`src/rtl/button_capture_if.sv`:
```
// Player-button receiver bus: input enable and raw buttons in, colour events out.
interface button_capture_if;
    logic       en;
    logic [3:0] buttons;
    logic       colour_valid;
    logic [1:0] colour_val;
    logic       multi_press;
    logic       busy;

    // Game controller side: drives enable and buttons, consumes events.
    modport master (
        output en,
        output buttons,
        input  colour_valid,
        input  colour_val,
        input  multi_press,
        input  busy
    );

    // Receiver side.
    modport slave (
        input  en,
        input  buttons,
        output colour_valid,
        output colour_val,
        output multi_press,
        output busy
    );
endinterface

```
`src/rtl/button_capture.sv`:
```
// Simon Says player-input receiver: synchronises and debounces four colour
// buttons, emitting one colour event per physical press, or a multi-press
// error pulse when more than one button was held at acceptance.
module button_capture #(
    parameter int unsigned DEBOUNCE_CYCLES = 50000,
    parameter int unsigned CNT_W           = 16
) (
    input  logic           clk,
    input  logic           rst,
    button_capture_if.slave bus
);

    typedef enum logic [1:0] {
        IDLE,
        PRESS_DB,
        HELD,
        RELEASE_DB
    } state_t;

    localparam logic [CNT_W-1:0] LP_CNT_MAX = CNT_W'(DEBOUNCE_CYCLES - 1);

    logic [3:0]       r_sync1;
    logic [3:0]       r_sync2;
    logic [3:0]       w_bsync;

    state_t           r_state;
    state_t           w_state_nxt;
    logic [CNT_W-1:0] r_counter;
    logic [CNT_W-1:0] w_counter_nxt;
    logic [CNT_W-1:0] w_counter_inc;
    logic [3:0]       r_sample;
    logic [3:0]       w_sample_nxt;
    logic             r_colour_valid;
    logic             w_colour_valid_nxt;
    logic [1:0]       r_colour_val;
    logic [1:0]       w_colour_val_nxt;
    logic             r_multi_press;
    logic             w_multi_press_nxt;

    function automatic logic f_onehot(input logic [3:0] v);
        return (v != 4'b0000) && ((v & (v - 4'd1)) == 4'b0000);
    endfunction

    // Only ever called with a one-hot value; bit0=RED .. bit3=YELLOW.
    function automatic logic [1:0] f_code(input logic [3:0] v);
        logic [1:0] c;
        c = 2'b00;
        if (v[3])      c = 2'b11;
        else if (v[2]) c = 2'b10;
        else if (v[1]) c = 2'b01;
        return c;
    endfunction

    assign w_bsync       = r_sync2;
    assign w_counter_inc = (r_counter == LP_CNT_MAX) ? r_counter : r_counter + CNT_W'(1);

    // Two-flop synchroniser for the asynchronous button pads.
    always_ff @(posedge clk or posedge rst) begin
        if (rst) begin
            r_sync1 <= '0;
            r_sync2 <= '0;
        end else begin
            r_sync1 <= bus.buttons;
            r_sync2 <= r_sync1;
        end
    end

    // State, debounce counter, captured sample and registered outputs.
    always_ff @(posedge clk or posedge rst) begin
        if (rst) begin
            r_state        <= IDLE;
            r_counter      <= '0;
            r_sample       <= '0;
            r_colour_valid <= 1'b0;
            r_colour_val   <= 2'b00;
            r_multi_press  <= 1'b0;
        end else begin
            r_state        <= w_state_nxt;
            r_counter      <= w_counter_nxt;
            r_sample       <= w_sample_nxt;
            r_colour_valid <= w_colour_valid_nxt;
            r_colour_val   <= w_colour_val_nxt;
            r_multi_press  <= w_multi_press_nxt;
        end
    end

    // Next-state and event decode; the counter is cleared on every state entry.
    always_comb begin
        w_state_nxt        = r_state;
        w_counter_nxt      = r_counter;
        w_sample_nxt       = r_sample;
        w_colour_valid_nxt = 1'b0;
        w_colour_val_nxt   = r_colour_val;
        w_multi_press_nxt  = 1'b0;

        case (r_state)
            IDLE: begin
                if (bus.en && (w_bsync != 4'b0000)) begin
                    w_state_nxt   = PRESS_DB;
                    w_sample_nxt  = w_bsync;
                    w_counter_nxt = '0;
                end
            end
            PRESS_DB: begin
                if (w_bsync != r_sample) begin
                    w_state_nxt   = IDLE;
                    w_counter_nxt = '0;
                end else if (!bus.en) begin
                    // Enable dropped mid-debounce: park in HELD silently so the
                    // same press cannot produce an event later.
                    w_state_nxt   = HELD;
                    w_counter_nxt = '0;
                end else if (r_counter == LP_CNT_MAX) begin
                    w_state_nxt   = HELD;
                    w_counter_nxt = '0;
                    if (f_onehot(r_sample)) begin
                        w_colour_valid_nxt = 1'b1;
                        w_colour_val_nxt   = f_code(r_sample);
                    end else begin
                        w_multi_press_nxt  = 1'b1;
                    end
                end else begin
                    w_counter_nxt = w_counter_inc;
                end
            end
            HELD: begin
                if (w_bsync == 4'b0000) begin
                    w_state_nxt   = RELEASE_DB;
                    w_counter_nxt = '0;
                end
            end
            RELEASE_DB: begin
                if (w_bsync != 4'b0000) begin
                    w_state_nxt   = HELD;
                    w_counter_nxt = '0;
                end else if (r_counter == LP_CNT_MAX) begin
                    w_state_nxt   = IDLE;
                    w_counter_nxt = '0;
                end else begin
                    w_counter_nxt = w_counter_inc;
                end
            end
            default: begin
                w_state_nxt   = IDLE;
                w_counter_nxt = '0;
            end
        endcase
    end

    assign bus.colour_valid = r_colour_valid;
    assign bus.colour_val   = r_colour_val;
    assign bus.multi_press  = r_multi_press;
    assign bus.busy         = (r_state != IDLE);

endmodule

```
`src/flat_wrapper.sv`:
```
// flat-port wrapper written by rule: the top's interface ports become plain ports
module button_capture_flat 
#(
    parameter int unsigned DEBOUNCE_CYCLES = 50000,
    parameter int unsigned CNT_W           = 16
)
  (clk, rst, bus_en, bus_buttons, bus_colour_valid, bus_colour_val, bus_multi_press, bus_busy);
  button_capture_if bus_i ();
  input  logic clk;
  input  logic rst;
  input wire logic [$bits(bus_i.en)-1:0] bus_en;
  input wire logic [$bits(bus_i.buttons)-1:0] bus_buttons;
  output wire logic [$bits(bus_i.colour_valid)-1:0] bus_colour_valid;
  output wire logic [$bits(bus_i.colour_val)-1:0] bus_colour_val;
  output wire logic [$bits(bus_i.multi_press)-1:0] bus_multi_press;
  output wire logic [$bits(bus_i.busy)-1:0] bus_busy;
  assign bus_i.en = bus_en;
  assign bus_i.buttons = bus_buttons;
  assign bus_colour_valid = bus_i.colour_valid;
  assign bus_colour_val = bus_i.colour_val;
  assign bus_multi_press = bus_i.multi_press;
  assign bus_busy = bus_i.busy;
  button_capture #(.DEBOUNCE_CYCLES(DEBOUNCE_CYCLES), .CNT_W(CNT_W)) u_core (.clk(clk), .rst(rst), .bus(bus_i));
endmodule
```
`config.mk`:
```
export PLATFORM = sky130hd
export DESIGN_NAME = button_capture_flat
export DESIGN_NICKNAME = d
export VERILOG_FILES = /design/src/rtl/button_capture_if.sv /design/src/rtl/button_capture.sv /design/src/flat_wrapper.sv
export SDC_FILE = /design/constraint.sdc
export NUM_CORES = 1
export LEC_CHECK = 0
export CAP_MARGIN = 20
export CORE_MARGIN = 2
export CORE_UTILIZATION = 45
export CTS_BUF_LIST = sky130_fd_sc_hd__clkbuf_2
export CTS_CLUSTER_SIZE = 16
export DETAILED_ROUTE_END_ITERATION = 10
export PLACE_DENSITY = 0.66
export SYNTH_ARGS = -nofsm -noshare
export SYNTH_HDL_FRONTEND = slang
export SYNTH_SLANG_ARGS = --single-unit
```
`constraint.sdc`:
```
create_clock -name clk -period 4.97 [get_ports clk]
set_input_delay 0.497 -clock clk [delete_from_list [all_inputs] [get_ports clk]]
set_output_delay 0.497 -clock clk [all_outputs]
set_load 0.01 [all_outputs]
```
==> impl_metrics.ini <==
[status]
status = finished clean

[drt]
drtIter0Drc = 149
dr.pass1.iters = 7
post-route-drc-count = 0
wl_per_cell_um = 15.54
vias = 1342
via_per_inst = 6.045
postRouteAntennaNets = 0
drt-total-wl_um = 3450

[global_route]
track_usage = 0.1980
use_met1 = 0.2550
grt_max_degree = 23
grtUsageMet3 = 0.03596
grt_pass1_wl_um = 6403
gr-total-overflow = 0
grt_busiest_layer = met2
grt_pass1_vias = 1378
antenna_found_initial = 0
use_met2 = 0.3227

[clock_tree]
h-tree-depth = 2
cts_buffers = 5
cts_sinks = 34
clock_latency_ns = 0.38
postCtsSetupBuffers = 0
cts.hold.buffers_added = 0
clockBufferDepth = 2
clk_pin_slew_ns = 0.18
postCtsResizedCells = 0
root_buffer = clkbuf_2
cts_tree = yes

[synthesis]
synth.distinct_cells = 45
synthArstFlopShare = 1.000
ys_seq_area_frac = 0.4993
synth_largest_area_cell = dfrtp_1
netlist_instances = 161
synthesis.area_mm2 = 0.001704
ys_ff_latch = 34
ys_warn_count = 0
yosys-top-cells-area = dfrtp_1 (50%), a311oi_1 (4.1%), o21ai_0 (3.2%)
syn_nets = 169
synth_top_area_share = 0.4993
syn_avg_cell_area_um2 = 10.58
synth_edf_count = 0
synth_ff_type = dfrtp_1

[final_layout]
fin_cells = 222
fillers = 331
multiInputGateArea_um2 = 792.0
ff_latch_area_um2 = 850.8
syn2layout_area_growth_pct = 13.80
nets = 181
n_antenna_cell = 0
layout-drive-gt1-share = 0.1264

[sta]
setup_viol = 0
finalClockSkew_ns = 0.01550
timing.final.crit_period_ns = 2.363
fmaxAchievable_ghz = 0.4231
hold_viol_final = 0
drv_slew = 0
fin_tns_setup_ns = 0
slew_headroom = 0.3851
rsz0062_at_grt = false
tightest_slew_ns = 0.9223
fin_crit_sh = 0.4755

[die]
core-area_mm2 = 0.003661
fp.dieW_um = 65.54
die-area_mm2 = 0.004295
start_util = 0.4655
io_pins = 12
dieHeight_um = 65.54
rows = 22

[setup_path]
required_ns = 5.26
path_class = register to register
critPathMaxFanout = 22
cp-end-kind = register
start_kind = register
cp_num_buf_inv = 0
crit_slowest_cell = a41oi_2
crit_chain = ha_1 -> and4b_1 -> a41oi_2 -> o21ai_0 -> a311oi_1
cpPeakStageDelay_ns = 0.79
cp_data_arrival_time_ns = 2.66
cpLargestDelayFamily = compound AO/OA/AOI/OAI gates

[placed_design]
globalplace.congestion = 0.7773
place_inst = 214
io_buffers = 11
place_hpwl_um = 2447

[pwr]
vdd_drop_max_mv = 0.1798
power.density_mw_per_mm2 = 353.5
leakage_nw = 0.7872

[min_path]
hp-class = register to register

[flow_run]
max_cap_viol_count = 0
## final cells by class
type / count / area share
clock buffer: 5 / 0.01290
multi-input combinational: 113 / 0.4084
tap: 48 / 0.03097
inverter: 6 / 0.01161
sequential: 34 / 0.4387
clock inverter: 3 / 0.03290
timing repair buffer: 13 / 0.06452
## synth_stat cells (2+ instances only)
| master | n |
|---|---|
| dfrtp_1 | 34 |
| nand2_1 | 11 |
| o21ai_0 | 11 |
| a21oi_1 | 8 |
| a311oi_1 | 8 |
| nor2_1 | 8 |
| inv_1 | 6 |
| nand3_1 | 5 |
| a41oi_1 | 4 |
| buf_2 | 4 |
| nand4_1 | 4 |
| xnor2_1 | 4 |
| a31oi_1 | 3 |
| and2_1 | 3 |
| and3_1 | 3 |
| and4_1 | 3 |
| clkbuf_1 | 3 |
| mux2_2 | 3 |
| nand2b_1 | 3 |
| xor2_1 | 3 |
| a22oi_1 | 2 |
| a31o_2 | 2 |
| and4bb_2 | 2 |
| mux2i_1 | 2 |
| nor3_1 | 2 |
## worst paths after layout
check	from	to	slack [ns]	cells past startpoint
setup reg to reg	u_core.r_counter[0]	u_core.r_counter[8]	2.61	5
min in group asynchronous	rst	u_core.r_state[0]	0.42	2
hold / removal	u_core.r_sync1[2]	u_core.r_sync2[2]	0.38	0
setup / recovery	u_core.r_counter[0]	u_core.r_counter[8]	2.61	5
max in group asynchronous	rst	u_core.r_sync2[0]	3.88	3
hold reg to reg	u_core.r_sync1[2]	u_core.r_sync2[2]	0.38	0
## per-layer routing
metal / share of wire / vias to the layer above
li1: - / 633
met1: 0.44 / 659
met2: 0.49 / 39
met3: 0.048 / 11
met4: 0.021 / 0
met5: 0 / -
## kinds of logic (layout without fill, tap and decap cells)
kind of cell	Yosys count	in the layout	share of synthesized area
AND/OR/NAND/NOR	56	56	0.2115
multiplexers	5	5	0.03157
flip-flops	34	34	0.4993
buffers and inverters	14	27	0.03598
AO/OA/AOI/OAI	44	44	0.1784
XOR/XNOR	7	7	0.03598
adder cells (fa/ha/maj)	1	1	0.007341
## through the flow
step / area, um^2 / power (mW) / setup WS [ns] / utilization / hold slack (ns)
final: 1939 / 0.6856 / 2.607 / 0.5297 / 0.3757
after global routing: 1939 / 0.7227 / 2.362 / 0.5297 / 0.4093
after CTS: 1939 / 0.6886 / 2.618 / 0.5297 / 0.3785
after detailed placement: 1851 / 0.4609 / 2.628 / 0.5055 / 0.3397
after global placement: 1851 / 0.4536 / 2.799 / 0.5055 / 0.3334
after floorplan: 1704 / 0.4232 / 3.238 / - / 0.3312
## registers in the layout, summed over array words and instances, names as in the netlist
register                 count
u_core.bus.colour_val        2
u_core.r_sample              4
u_core.bus.colour_valid      1
u_core.r_state               2
u_core.bus.multi_press       1
u_core.r_counter            16
u_core.r_sync1               4
u_core.r_sync2               4
## placed cells by master (no fill, tap or decap), types with 2 or more instances in the layout
| cell | netlist | final |
|---|---|---|
| nand4_1 | 4 | 4 |
| dfrtp_1 | 34 | 34 |
| a311oi_1 | 8 | 8 |
| inv_1 | 6 | 6 |
| a22oi_1 | 2 | 2 |
| bufinv_16 | 0 | 2 |
| mux2i_1 | 2 | 2 |
| xnor2_1 | 4 | 4 |
| nand2b_1 | 3 | 3 |
| and4_1 | 3 | 3 |
| a31oi_1 | 3 | 3 |
| a21oi_1 | 8 | 8 |
| buf_4 | 1 | 2 |
| nand2_1 | 11 | 11 |
| clkdlybuf4s50_1 | 0 | 11 |
| nor2_1 | 8 | 8 |
| clkbuf_2 | 0 | 5 |
| nand3_1 | 5 | 5 |
| and4bb_2 | 2 | 2 |
| a41oi_1 | 4 | 4 |
| nor3_1 | 2 | 2 |
| mux2_2 | 3 | 3 |
| xor2_1 | 3 | 3 |
| and3_1 | 3 | 3 |
| o21ai_0 | 11 | 11 |
| a31o_2 | 2 | 2 |
| and2_1 | 3 | 3 |
## power breakdown
group | internal (mW) | switching, mW
combinational | 0.0500 | 0.0981
sequential | 0.288 | 0.0197
clock | 0.134 | 0.0953
total | 0.472 | 0.213
(Power assumes the default switching activity.)
